**config.mk**
```make
export PLATFORM = sky130hd
export DESIGN_NAME = duel_referee_flat
export DESIGN_NICKNAME = d
export VERILOG_FILES = /design/src/rtl/duel_referee_if.sv /design/src/rtl/duel_referee.sv /design/src/flat_wrapper.sv
export SDC_FILE = /design/constraint.sdc
export NUM_CORES = 1
export LEC_CHECK = 0
export ABC_AREA = 1
export CAP_MARGIN = 10
export CORE_MARGIN = 8
export CORE_UTILIZATION = 30
export CTS_BUF_LIST = sky130_fd_sc_hd__clkbuf_4 sky130_fd_sc_hd__clkbuf_8
export CTS_CLUSTER_DIAMETER = 200
export DETAILED_ROUTE_END_ITERATION = 16
export PLACE_DENSITY = 0.59
export SETUP_SLACK_MARGIN = 0.5
export SLEW_MARGIN = 20
export SYNTH_ARGS = -nofsm -noshare
export SYNTH_HDL_FRONTEND = slang
export SYNTH_SLANG_ARGS = --single-unit
```
**constraint.sdc**
```tcl
create_clock -name clk -period 2.13 [get_ports clk]
set_input_delay 0.213 -clock clk [delete_from_list [all_inputs] [get_ports clk]]
set_output_delay 0.213 -clock clk [all_outputs]
set_load 0.05 [all_outputs]
```
**src/rtl/duel_referee_if.sv**
```systemverilog
// Handshake and Player-bus bundle between the duel referee and its environment.
// slave  : the referee side (takes actions and health, drives Player controls/status).
// master : the environment side (action sources, Players, status consumers).
interface duel_referee_if;
   logic       start;
   logic [2:0] p1_in_act;
   logic       p1_in_vld;
   logic       p1_in_rdy;
   logic [2:0] p2_in_act;
   logic       p2_in_vld;
   logic       p2_in_rdy;
   logic [1:0] p1_hlt;
   logic [1:0] p2_hlt;
   logic [2:0] p1_act;
   logic [2:0] p2_act;
   logic       ply_en_n;
   logic       ply_sw;
   logic       ply_rst;
   logic [7:0] turn_cnt;
   logic       game_over;
   logic [1:0] winner;

   modport slave (
      input  start, p1_in_act, p1_in_vld, p2_in_act, p2_in_vld, p1_hlt, p2_hlt,
      output p1_in_rdy, p2_in_rdy, p1_act, p2_act, ply_en_n, ply_sw, ply_rst,
             turn_cnt, game_over, winner
   );

   modport master (
      output start, p1_in_act, p1_in_vld, p2_in_act, p2_in_vld, p1_hlt, p2_hlt,
      input  p1_in_rdy, p2_in_rdy, p1_act, p2_act, ply_en_n, ply_sw, ply_rst,
             turn_cnt, game_over, winner
   );
endinterface

```
**src/rtl/duel_referee.sv**
```systemverilog
// duel_referee: turn sequencer and judge for two Players.
// Collects one action per player, issues a single Player step, then judges
// health / turn limit. Every output is a register decoded from the next state.
// Optional feature macro: DUEL_TIMEOUT_EN -- missing actions become none after
// TIMEOUT_CYC collect cycles; without it, collection waits indefinitely.
module duel_referee #(
   parameter int MAX_TURNS   = 30,
   parameter int TIMEOUT_CYC = 1000
) (
   input logic           clk,
   input logic           rst,
   duel_referee_if.slave bus
);
   typedef enum logic [2:0] {
      IDLE, INIT, COLLECT, STEP, SETTLE, CHECK, OVER
   } state_t;

   localparam logic [7:0] MAX_T = 8'(MAX_TURNS);

   // Bad parameter values stop elaboration rather than giving a silently odd referee.
   if (MAX_TURNS < 1 || MAX_TURNS > 255 || TIMEOUT_CYC < 1) begin : g_cfg_err
      $error("duel_referee: MAX_TURNS must be 1..255 and TIMEOUT_CYC >= 1");
   end

   state_t          state, state_nxt;
   // slot index 0 is player 1, index 1 is player 2
   logic [1:0][2:0] in_act;
   logic [1:0]      in_vld;
   logic [1:0][2:0] act_q, act_nxt;
   logic [1:0]      full_q, full_nxt;
   logic [1:0]      rdy_q, rdy_nxt;
   logic [7:0]      turn_q, turn_nxt, turn_inc;
   logic            over_q, over_nxt;
   logic [1:0]      win_q, win_nxt;
   logic            prst_q, en_n_q, sw_q;
   logic [1:0]      h1, h2;

   assign in_act = {bus.p2_in_act, bus.p1_in_act};
   assign in_vld = {bus.p2_in_vld, bus.p1_in_vld};
   assign h1     = bus.p1_hlt;
   assign h2     = bus.p2_hlt;

`ifdef DUEL_TIMEOUT_EN
   localparam int TW = $clog2(TIMEOUT_CYC + 1);
   logic [TW-1:0] tmo_q;
   logic          tmo_hit;

   // Collect-cycle counter: zero outside COLLECT so every entry starts fresh.
   always_ff @(posedge clk) begin
      if (rst || state != COLLECT) tmo_q <= '0;
      else                         tmo_q <= tmo_q + 1'b1;
   end

   // Fires in the last allowed collect cycle; the edge ending it fills empty slots.
   assign tmo_hit = (state == COLLECT) && (tmo_q == TW'(TIMEOUT_CYC - 1));
`endif

   // Next state plus next values of every registered output.
   always_comb begin
      state_nxt = state;
      act_nxt   = act_q;
      full_nxt  = full_q;
      turn_nxt  = turn_q;
      over_nxt  = over_q;
      win_nxt   = win_q;
      rdy_nxt   = '0;
      turn_inc  = (turn_q == 8'hFF) ? turn_q : turn_q + 8'd1;
      case (state)
         IDLE, OVER: if (bus.start) state_nxt = INIT;
         INIT: begin
            act_nxt   = '0;
            full_nxt  = '0;
            turn_nxt  = '0;
            over_nxt  = 1'b0;
            win_nxt   = 2'b00;
            state_nxt = COLLECT;
         end
         COLLECT: begin
            for (int i = 0; i < 2; i++) begin
               if (in_vld[i] && rdy_q[i]) begin
                  // 3'b111 is not a legal action and is treated as none
                  act_nxt[i]  = (in_act[i] == 3'b111) ? 3'd0 : in_act[i];
                  full_nxt[i] = 1'b1;
               end
            end
`ifdef DUEL_TIMEOUT_EN
            if (tmo_hit) begin
               for (int i = 0; i < 2; i++) begin
                  if (!full_nxt[i]) act_nxt[i] = 3'd0;
               end
               full_nxt = 2'b11;
            end
`endif
            if (&full_nxt) state_nxt = STEP;
         end
         STEP:   state_nxt = SETTLE;
         SETTLE: state_nxt = CHECK;
         CHECK: begin
            if (h1 == 2'd0 || h2 == 2'd0) begin
               win_nxt   = {h1 == 2'd0, h2 == 2'd0};
               over_nxt  = 1'b1;
               state_nxt = OVER;
            end else begin
               turn_nxt = turn_inc;
               if (turn_inc == MAX_T) begin
                  win_nxt   = (h1 > h2) ? 2'b01 : (h2 > h1) ? 2'b10 : 2'b11;
                  over_nxt  = 1'b1;
                  state_nxt = OVER;
               end else begin
                  act_nxt   = '0;
                  full_nxt  = '0;
                  state_nxt = COLLECT;
               end
            end
         end
         default: state_nxt = IDLE;
      endcase
      for (int i = 0; i < 2; i++) rdy_nxt[i] = (state_nxt == COLLECT) && !full_nxt[i];
   end

   // State and output registers; synchronous reset kills any turn in flight.
   always_ff @(posedge clk) begin
      if (rst) begin
         state  <= IDLE;
         act_q  <= '0;
         full_q <= '0;
         rdy_q  <= '0;
         turn_q <= '0;
         over_q <= 1'b0;
         win_q  <= 2'b00;
         prst_q <= 1'b0;
         en_n_q <= 1'b1;
         sw_q   <= 1'b0;
      end else begin
         state  <= state_nxt;
         act_q  <= act_nxt;
         full_q <= full_nxt;
         rdy_q  <= rdy_nxt;
         turn_q <= turn_nxt;
         over_q <= over_nxt;
         win_q  <= win_nxt;
         prst_q <= (state_nxt == INIT);
         en_n_q <= (state_nxt != STEP);
         sw_q   <= (state_nxt == STEP);
      end
   end

   assign bus.p1_in_rdy = rdy_q[0];
   assign bus.p2_in_rdy = rdy_q[1];
   assign bus.p1_act    = act_q[0];
   assign bus.p2_act    = act_q[1];
   assign bus.ply_en_n  = en_n_q;
   assign bus.ply_sw    = sw_q;
   assign bus.ply_rst   = prst_q;
   assign bus.turn_cnt  = turn_q;
   assign bus.game_over = over_q;
   assign bus.winner    = win_q;
endmodule

```
**src/flat_wrapper.sv**
```systemverilog
// flat-port wrapper written by rule: the top's interface ports become plain ports
module duel_referee_flat 
#(
   parameter int MAX_TURNS   = 30,
   parameter int TIMEOUT_CYC = 1000
)
  (clk, rst, bus_start, bus_p1_in_act, bus_p1_in_vld, bus_p2_in_act, bus_p2_in_vld, bus_p1_hlt, bus_p2_hlt, bus_p1_in_rdy, bus_p2_in_rdy, bus_p1_act, bus_p2_act, bus_ply_en_n, bus_ply_sw, bus_ply_rst, bus_turn_cnt, bus_game_over, bus_winner);
  duel_referee_if bus_i ();
  input logic clk;
  input logic rst;
  input wire logic [$bits(bus_i.start)-1:0] bus_start;
  input wire logic [$bits(bus_i.p1_in_act)-1:0] bus_p1_in_act;
  input wire logic [$bits(bus_i.p1_in_vld)-1:0] bus_p1_in_vld;
  input wire logic [$bits(bus_i.p2_in_act)-1:0] bus_p2_in_act;
  input wire logic [$bits(bus_i.p2_in_vld)-1:0] bus_p2_in_vld;
  input wire logic [$bits(bus_i.p1_hlt)-1:0] bus_p1_hlt;
  input wire logic [$bits(bus_i.p2_hlt)-1:0] bus_p2_hlt;
  output wire logic [$bits(bus_i.p1_in_rdy)-1:0] bus_p1_in_rdy;
  output wire logic [$bits(bus_i.p2_in_rdy)-1:0] bus_p2_in_rdy;
  output wire logic [$bits(bus_i.p1_act)-1:0] bus_p1_act;
  output wire logic [$bits(bus_i.p2_act)-1:0] bus_p2_act;
  output wire logic [$bits(bus_i.ply_en_n)-1:0] bus_ply_en_n;
  output wire logic [$bits(bus_i.ply_sw)-1:0] bus_ply_sw;
  output wire logic [$bits(bus_i.ply_rst)-1:0] bus_ply_rst;
  output wire logic [$bits(bus_i.turn_cnt)-1:0] bus_turn_cnt;
  output wire logic [$bits(bus_i.game_over)-1:0] bus_game_over;
  output wire logic [$bits(bus_i.winner)-1:0] bus_winner;
  assign bus_i.start = bus_start;
  assign bus_i.p1_in_act = bus_p1_in_act;
  assign bus_i.p1_in_vld = bus_p1_in_vld;
  assign bus_i.p2_in_act = bus_p2_in_act;
  assign bus_i.p2_in_vld = bus_p2_in_vld;
  assign bus_i.p1_hlt = bus_p1_hlt;
  assign bus_i.p2_hlt = bus_p2_hlt;
  assign bus_p1_in_rdy = bus_i.p1_in_rdy;
  assign bus_p2_in_rdy = bus_i.p2_in_rdy;
  assign bus_p1_act = bus_i.p1_act;
  assign bus_p2_act = bus_i.p2_act;
  assign bus_ply_en_n = bus_i.ply_en_n;
  assign bus_ply_sw = bus_i.ply_sw;
  assign bus_ply_rst = bus_i.ply_rst;
  assign bus_turn_cnt = bus_i.turn_cnt;
  assign bus_game_over = bus_i.game_over;
  assign bus_winner = bus_i.winner;
  duel_referee #(.MAX_TURNS(MAX_TURNS), .TIMEOUT_CYC(TIMEOUT_CYC)) u_core (.clk(clk), .rst(rst), .bus(bus_i));
endmodule
```
==> results of run 1 <==
-- worst max-delay path, stage by stage, from the launching register on --
cell and delay [ps]:
dfxtp_4 380, ha_4 160, inv_4 50, nor2_8 150, nand2_8 100, o21ai_4 80, nand2_2 80, nor2_4 150
nand3_2 120, nand2_4 140, nand3_2 90, nand3_2 70, nor2_1 50
-- power groups by stage --
stage	combinational [mW]	sequential, mW	clock (mW)
finish	0.310	0.542	0.298
global route	0.342	0.546	0.330
CTS	0.306	0.543	0.315
detailed placement	0.306	0.555	0
global placement	0.302	0.555	0
floorplan	0.127	0.625	0
-- area by class of cell --
cell class	count	area [µm²]	share of cell area [%]
Clock buffer	3	41.3	1.74
Clock inverter	1	6.26	0.263
Inverter	35	134	5.63
Multi-Input combinational cell	182	1090	46.1
Sequential cell	27	566	23.8
Tap cell	72	90.1	3.79
Timing Repair Buffer	49	445	18.7
-- synthesized netlist by cell type, types with 2 or more instances --
| master | count |
|---|---|
| ha_1 | 3 |
| inv_1 | 28 |
| clkbuf_1 | 2 |
| nor2_1 | 38 |
| inv_2 | 6 |
| nand2_1 | 62 |
| nor2_2 | 3 |
| nor2_4 | 4 |
| nand3_1 | 19 |
| o21ai_1 | 2 |
| dfxtp_1 | 27 |
| a21oi_1 | 22 |
| nand2_2 | 4 |
| nand4_1 | 3 |
| nand2_4 | 3 |
| nand3_2 | 4 |
| o21ai_0 | 5 |
-- state kept, by name, summed over array words and instances (netlist names) --
register and count:
u_core.state 3, u_core.bus.turn_cnt 8, u_core.bus.ply_rst 1, u_core.bus.ply_en_n 1
u_core.bus.ply_sw 1, u_core.bus.p2_act 3, u_core.full_q 2, u_core.bus.winner 2
u_core.bus.p1_act 3, u_core.bus.game_over 1, u_core.rdy_q 2
-- routing by layer --
layer | part of all wire (%) | up-vias | routed length [µm] | global-route usage (%)
met5 | 0 | - | 0 | 0
met4 | 1.6 | 0 | 69 | 3.53
met3 | 4.1 | 6 | 178 | 2.49
met2 | 50 | 32 | 2170 | 18.8
met1 | 45 | 771 | 1950 | 11.8
li1 | - | 889 | - | -
-- placed cells by master (no fill, tap or decap), drive strengths merged --
cell	instances
a21oi	22
dlygate4sd2	19
o21ai	8
dfxtp	27
a211oi	1
nand3	23
nand3b	1
clkbuf	3
o211ai	1
clkinv	1
buf	13
dlymetal6s2s	3
ha	3
nand4	4
nand2	69
nor2	46
inv	35
nor3	2
clkdlybuf4s50	14
a31oi	1
o31ai	1
-- worst max path at each step --
stage                      startpoint                    to  cells past startpoint
2_1_floorplan  u_core.bus.turn_cnt[1]  u_core.bus.p1_act[0]                     12
3_3_place_gp            bus_p2_hlt[1]  u_core.bus.winner[1]                     10
3_5_place_dp            bus_p2_hlt[1]  u_core.bus.winner[1]                     10
4_1_cts        u_core.bus.turn_cnt[0]  u_core.bus.p1_act[2]                     12
5_1_grt        u_core.bus.turn_cnt[0]  u_core.bus.game_over                     11
6_report       u_core.bus.turn_cnt[0]       u_core.rdy_q[1]                     12
-- timing repair --
action,4_1_cts,5_1_grt
endpoints found under the hold margin,0,0
resized for setup,35,23
pin swaps,12,10
endpoints found under the setup margin,33,20
setup buffers,9,1
-- metrics by stage --
step                power [mW]  hold WS, ps
floorplan                0.752          365
global placement         0.857          453
detailed placement       0.861          457
CTS                       1.16          473
global route              1.22          486
finish                    1.15          470
-- cells by family (layout without fill, tap and decap cells) --
| group | count (synthesis) | count (layout) | share of synthesized area [%] |
|---|---|---|---|
| adders and majority gates | 3 | 3 | 2.30 |
| buffers and inverters | 39 | 88 | 9.66 |
| AOI/OAI and AO/OA | 34 | 34 | 11.2 |
| and+or+nand+nor | 145 | 145 | 43.7 |
| DFF | 27 | 27 | 33.1 |
==> reports/results.txt, run 1 <==
end of the worst hold path: u_core.bus.winner[0]
vias per cell: 4.60
combinational share of power: 27.0%
Max-slew headroom: 66.3%
post-route insts no fill: 369
launch point of the worst reg-to-reg path: u_core.bus.turn_cnt[0]
clock tree buffer depth: 2
status: complete, no violations
Worst EP arrival: 1890 ps
Top Ports: 37
Fin. Hold Viols: 0
largest net degree at the start of global routing: 18
Fin Setup TNS: 0 ps
Starting Density: 30.4%
Cell Pwr Density: 484 nW/µm²
HPWL Detailed: 3240 µm
Die Outline Area: 8050 µm²
Clock Power Share: 25.9%
post-synth net total: 266
RR Endpoint: u_core.rdy_q[1]
Routed Wire Length: 4370 µm
Peak VDD IR: 290 µV
Setup crit start kind: flip-flop
die width: 89.7 µm
DRT antenna net count: 0
share of cells above drive strength 1: 26.6%
Final Max Tran Viols: 0
remaining global-route overflow: 0
area leader, netlist: dfxtp_1
CTS tree: built
Switch Pwr: 387 µW
CTS Buf Count: 3
post-route worst setup slack: 423 ps
routed len/inst: 11.8 µm
DR iter-0 viols: 54
RSZ-0062 raised after global routing: yes
worst hold start: u_core.bus.winner[0]
Util after Layout: 44.3%
CP max FO: 7
FFs w/ async S/R, synth: 0%
crit path time final: 1710 ps
# rows: 27
synthesis-to-layout area growth: 45.7%
Place WS: 289 ps
Worst Tran Pin Value: 505 ps
DP Area: 2130 µm²
max frequency: 0.586 GHz
Core Area: 5370 µm²
sequential area share after synthesis: 33.1%
number of global-route vias before repair: 1664
Yosys reg bits: 27
CP Data Required Time: 2310 ps
switch share: 33.6%
initial antenna violation count: 0
CTS clk-pin slew, worst paths: 100 ps
Leak: 1.09 nW
Clk Latency, worst-skew pair: 270 ps
Power Internal: 763 µW
Top FF cell, synth: dfxtp_1
post-route cell area: 2380 µm²
Worst Skew: 3.39 ps
# DRC: 0
largest cells by area after synthesis: dfxtp_1 (33%), nand2_1 (14%), nor2_1 (8.7%), a21oi_1 (6.7%), inv_1 (6.4%)
max cap viols: 0
cells after synthesis: 248
Fillers: 556
CP Class: reg2reg
R2R setup slack: 420 ps
Clock Sinks: 27
Worst Setup End Kind: flip-flop
PortBufs: 36
Final nets: 316
die height: 89.7 µm
GP Congestion: 0.820
Post-synth EDFFs: 0
synthesized area: 1630 µm²
Initial DRT Pass Iterations: 5
Placed Cells: 355
Synth Area per Inst: 6.58 µm²
fin crit share: 80.1%
synth warn: 0
worst hold path class: reg2reg
clk root buf: clkbuf_8
routed vias: 1698
hold buffers post-CTS: 0
first-pass GRT wire length: 7300 µm
final count of negative-setup-slack endpoints: 0
H-tree levels: 1
Yosys top cell area share: 33.1%
synth unique cells: 30
Flop pwr share: 47.1%
r2r worst-path depth: 12
overall routing resource usage: 10.5%
Hold Path Cell Cnt: 2
diode count: 0
No activity file was read; power rests on OpenSTA's default activity.
==> inputs of run 2 (changes only) <==
Clock period 2.13 ns to 1.74 ns, I/O delays scaled along.
==> reports/results.txt, run 2 (same netlist as run 1, synthesis figures left out) <==
most common cell after layout, fill and taps aside: nand2_1
synthesis-to-layout area growth: 55.7%
number of global-route vias before repair: 1727
CTS tree: built
max frequency: 0.587 GHz
Starting Density: 30.4%
launch point of the worst reg-to-reg path: u_core.bus.turn_cnt[1]
Fin. Hold Viols: 0
die height: 89.7 µm
PortBufs: 36
clock tree buffer depth: 2
initial antenna violation count: 0
max FFs per register: 8
CP Class: reg2reg
Clock Power Share: 24.7%
Clk Latency, worst-skew pair: 270 ps
post-route insts no fill: 381
Worst Path Buf+Inv: 1
Initial DRT Pass Iterations: 4
status: complete, no violations
Peak VDD IR: 428 µV
largest net degree at the start of global routing: 18
Place WS: -41.6 ps
Max-slew headroom: 72.6%
Leak: 1.10 nW
worst hold path class: in2reg
end of the worst hold path: u_core.bus.winner[0]
remaining global-route overflow: 0
GP Congestion: 0.828
CP Data Required Time: 1920 ps
Final Max Tran Viols: 0
Final nets: 328
crit path time final: 1700 ps
DP Area: 2160 µm²
R2R setup slack: 40 ps
Sequential cell area: 572 µm²
max cap viols: 0
combinational share of power: 29.1%
CP max stage delay: 370 ps
critical path, cell by cell: ha_4 > inv_4 > nor2_8 > nand2_4 > nand2_1 > nand2_2 > nand2_2 > nor2_4 > nand3_4 > nand2_4 > nand3_2 > nand3_1 > nor2_1
slowest CP cell: dfxtp_4
DRT antenna net count: 0
die width: 89.7 µm
Cell Pwr Density: 569 nW/µm²
r2r worst-path depth: 13
# rows: 27
Routed Wire Length: 4640 µm
area occupied by multi-input gates: 1130 µm²
Top delay family on crit path: simple AND/OR/NAND/NOR gates
share of cells above drive strength 1: 41.4%
hold buffers post-CTS: 0
DR iter-0 viols: 107
total chip power: 1.45 mW
post-route cell area: 2540 µm²
commonest non-fill, non-tap cells in the layout: nand2_1 (48), nor2_1 (35), inv_1 (25), buf_4 (25), nand2_2 (17)
overall routing resource usage: 11.2%
Switch Pwr: 482 µW
Top Ports: 37
worst hold start: bus_p2_hlt[0]
post-route worst setup slack: 36.7 ps
Worst EP arrival: 1880 ps
Fin Setup TNS: 0 ps
routed vias: 1741
Flop pwr share: 46.1%
switch share: 33.3%
final count of negative-setup-slack endpoints: 0
Fillers: 553
# DRC: 0
clk root buf: clkbuf_8
Setup crit start kind: flip-flop
CP max FO: 7
Die Outline Area: 8050 µm²
CTS clk-pin slew, worst paths: 90 ps
Hold Path Cell Cnt: 4
Clock Sinks: 27
routed len/inst: 12.2 µm
RR Endpoint: u_core.rdy_q[0]
vias per cell: 4.57
HPWL Detailed: 3290 µm
H-tree levels: 1
diode count: 0
Worst Setup End Kind: flip-flop
Core Area: 5370 µm²
Power Internal: 964 µW
first-pass GRT wire length: 7730 µm
CTS Buf Count: 3
RSZ-0062 raised after global routing: yes
Worst Tran Pin Value: 409 ps
Worst Skew: 6.84 ps
fin crit share: 97.9%
Placed Cells: 360
## run 2: worst max-delay path by stage
stage | from | endpoint | slack, ps | cells past startpoint
detailed placement | bus_p2_hlt[1] | u_core.bus.winner[1] | -40 | 10
floorplan | u_core.bus.turn_cnt[1] | u_core.bus.p1_act[0] | 70 | 12
finish | u_core.bus.turn_cnt[1] | u_core.rdy_q[0] | 40 | 13
global route | u_core.bus.turn_cnt[1] | u_core.rdy_q[1] | -100 | 13
CTS | u_core.bus.turn_cnt[0] | u_core.rdy_q[1] | 60 | 12
global placement | bus_p2_hlt[1] | u_core.bus.winner[1] | 20 | 10
## run 2: final cells by class
cell class | count | share of cell area (%)
Tap cell | 72 | 3.55
Inverter | 35 | 5.76
Multi-Input combinational cell | 182 | 44.5
Sequential cell | 27 | 22.5
Clock buffer | 3 | 1.63
Timing Repair Buffer | 61 | 21.9
Clock inverter | 1 | 0.197
## run 2: repair_timing
| action | in CTS | in global routing |
|---|---|---|
| pin swaps | 13 | 13 |
| resized for setup | 81 | 34 |
| setup endpoints to repair | 43 | 28 |
| setup buffers | 7 | 10 |
| gates cloned | 0 | 0 |
## run 2: power by group through the flow
stage | clock network [mW] | logic (mW) | registers [mW]
2_1_floorplan | 0 | 0.156 | 0.766
3_3_place_gp | 0 | 0.375 | 0.681
3_5_place_dp | 0 | 0.378 | 0.680
4_1_cts | 0.377 | 0.387 | 0.667
5_1_grt | 0.395 | 0.466 | 0.671
6_report | 0.358 | 0.421 | 0.667
## run 2: worst reg2reg max path: cells and delay by family, from the launching register on
kind / cells / cell delay [ps]
adder cells (fa/ha/maj): 1 / 170
flip-flops: 1 / 370
buffers and inverters: 1 / 70
AND/OR/NAND/NOR: 11 / 990
## run 2: through the flow
stage          hold WS, ps  utilization, %
5_1_grt                352            47.3
4_1_cts                488            44.4
2_1_floorplan          326               -
3_5_place_dp           464            40.2
3_3_place_gp           462            40.2
6_report               348            47.3
## run 2: routing by layer
layer  global-route usage (%)  vias up  part of all wire, %
li1                         -      909                    -
met1                     13.1      802                   44
met2                     19.6       24                   50
met3                     2.74        6                  3.5
met4                     3.67        0                  2.0
met5                        0        -                    0
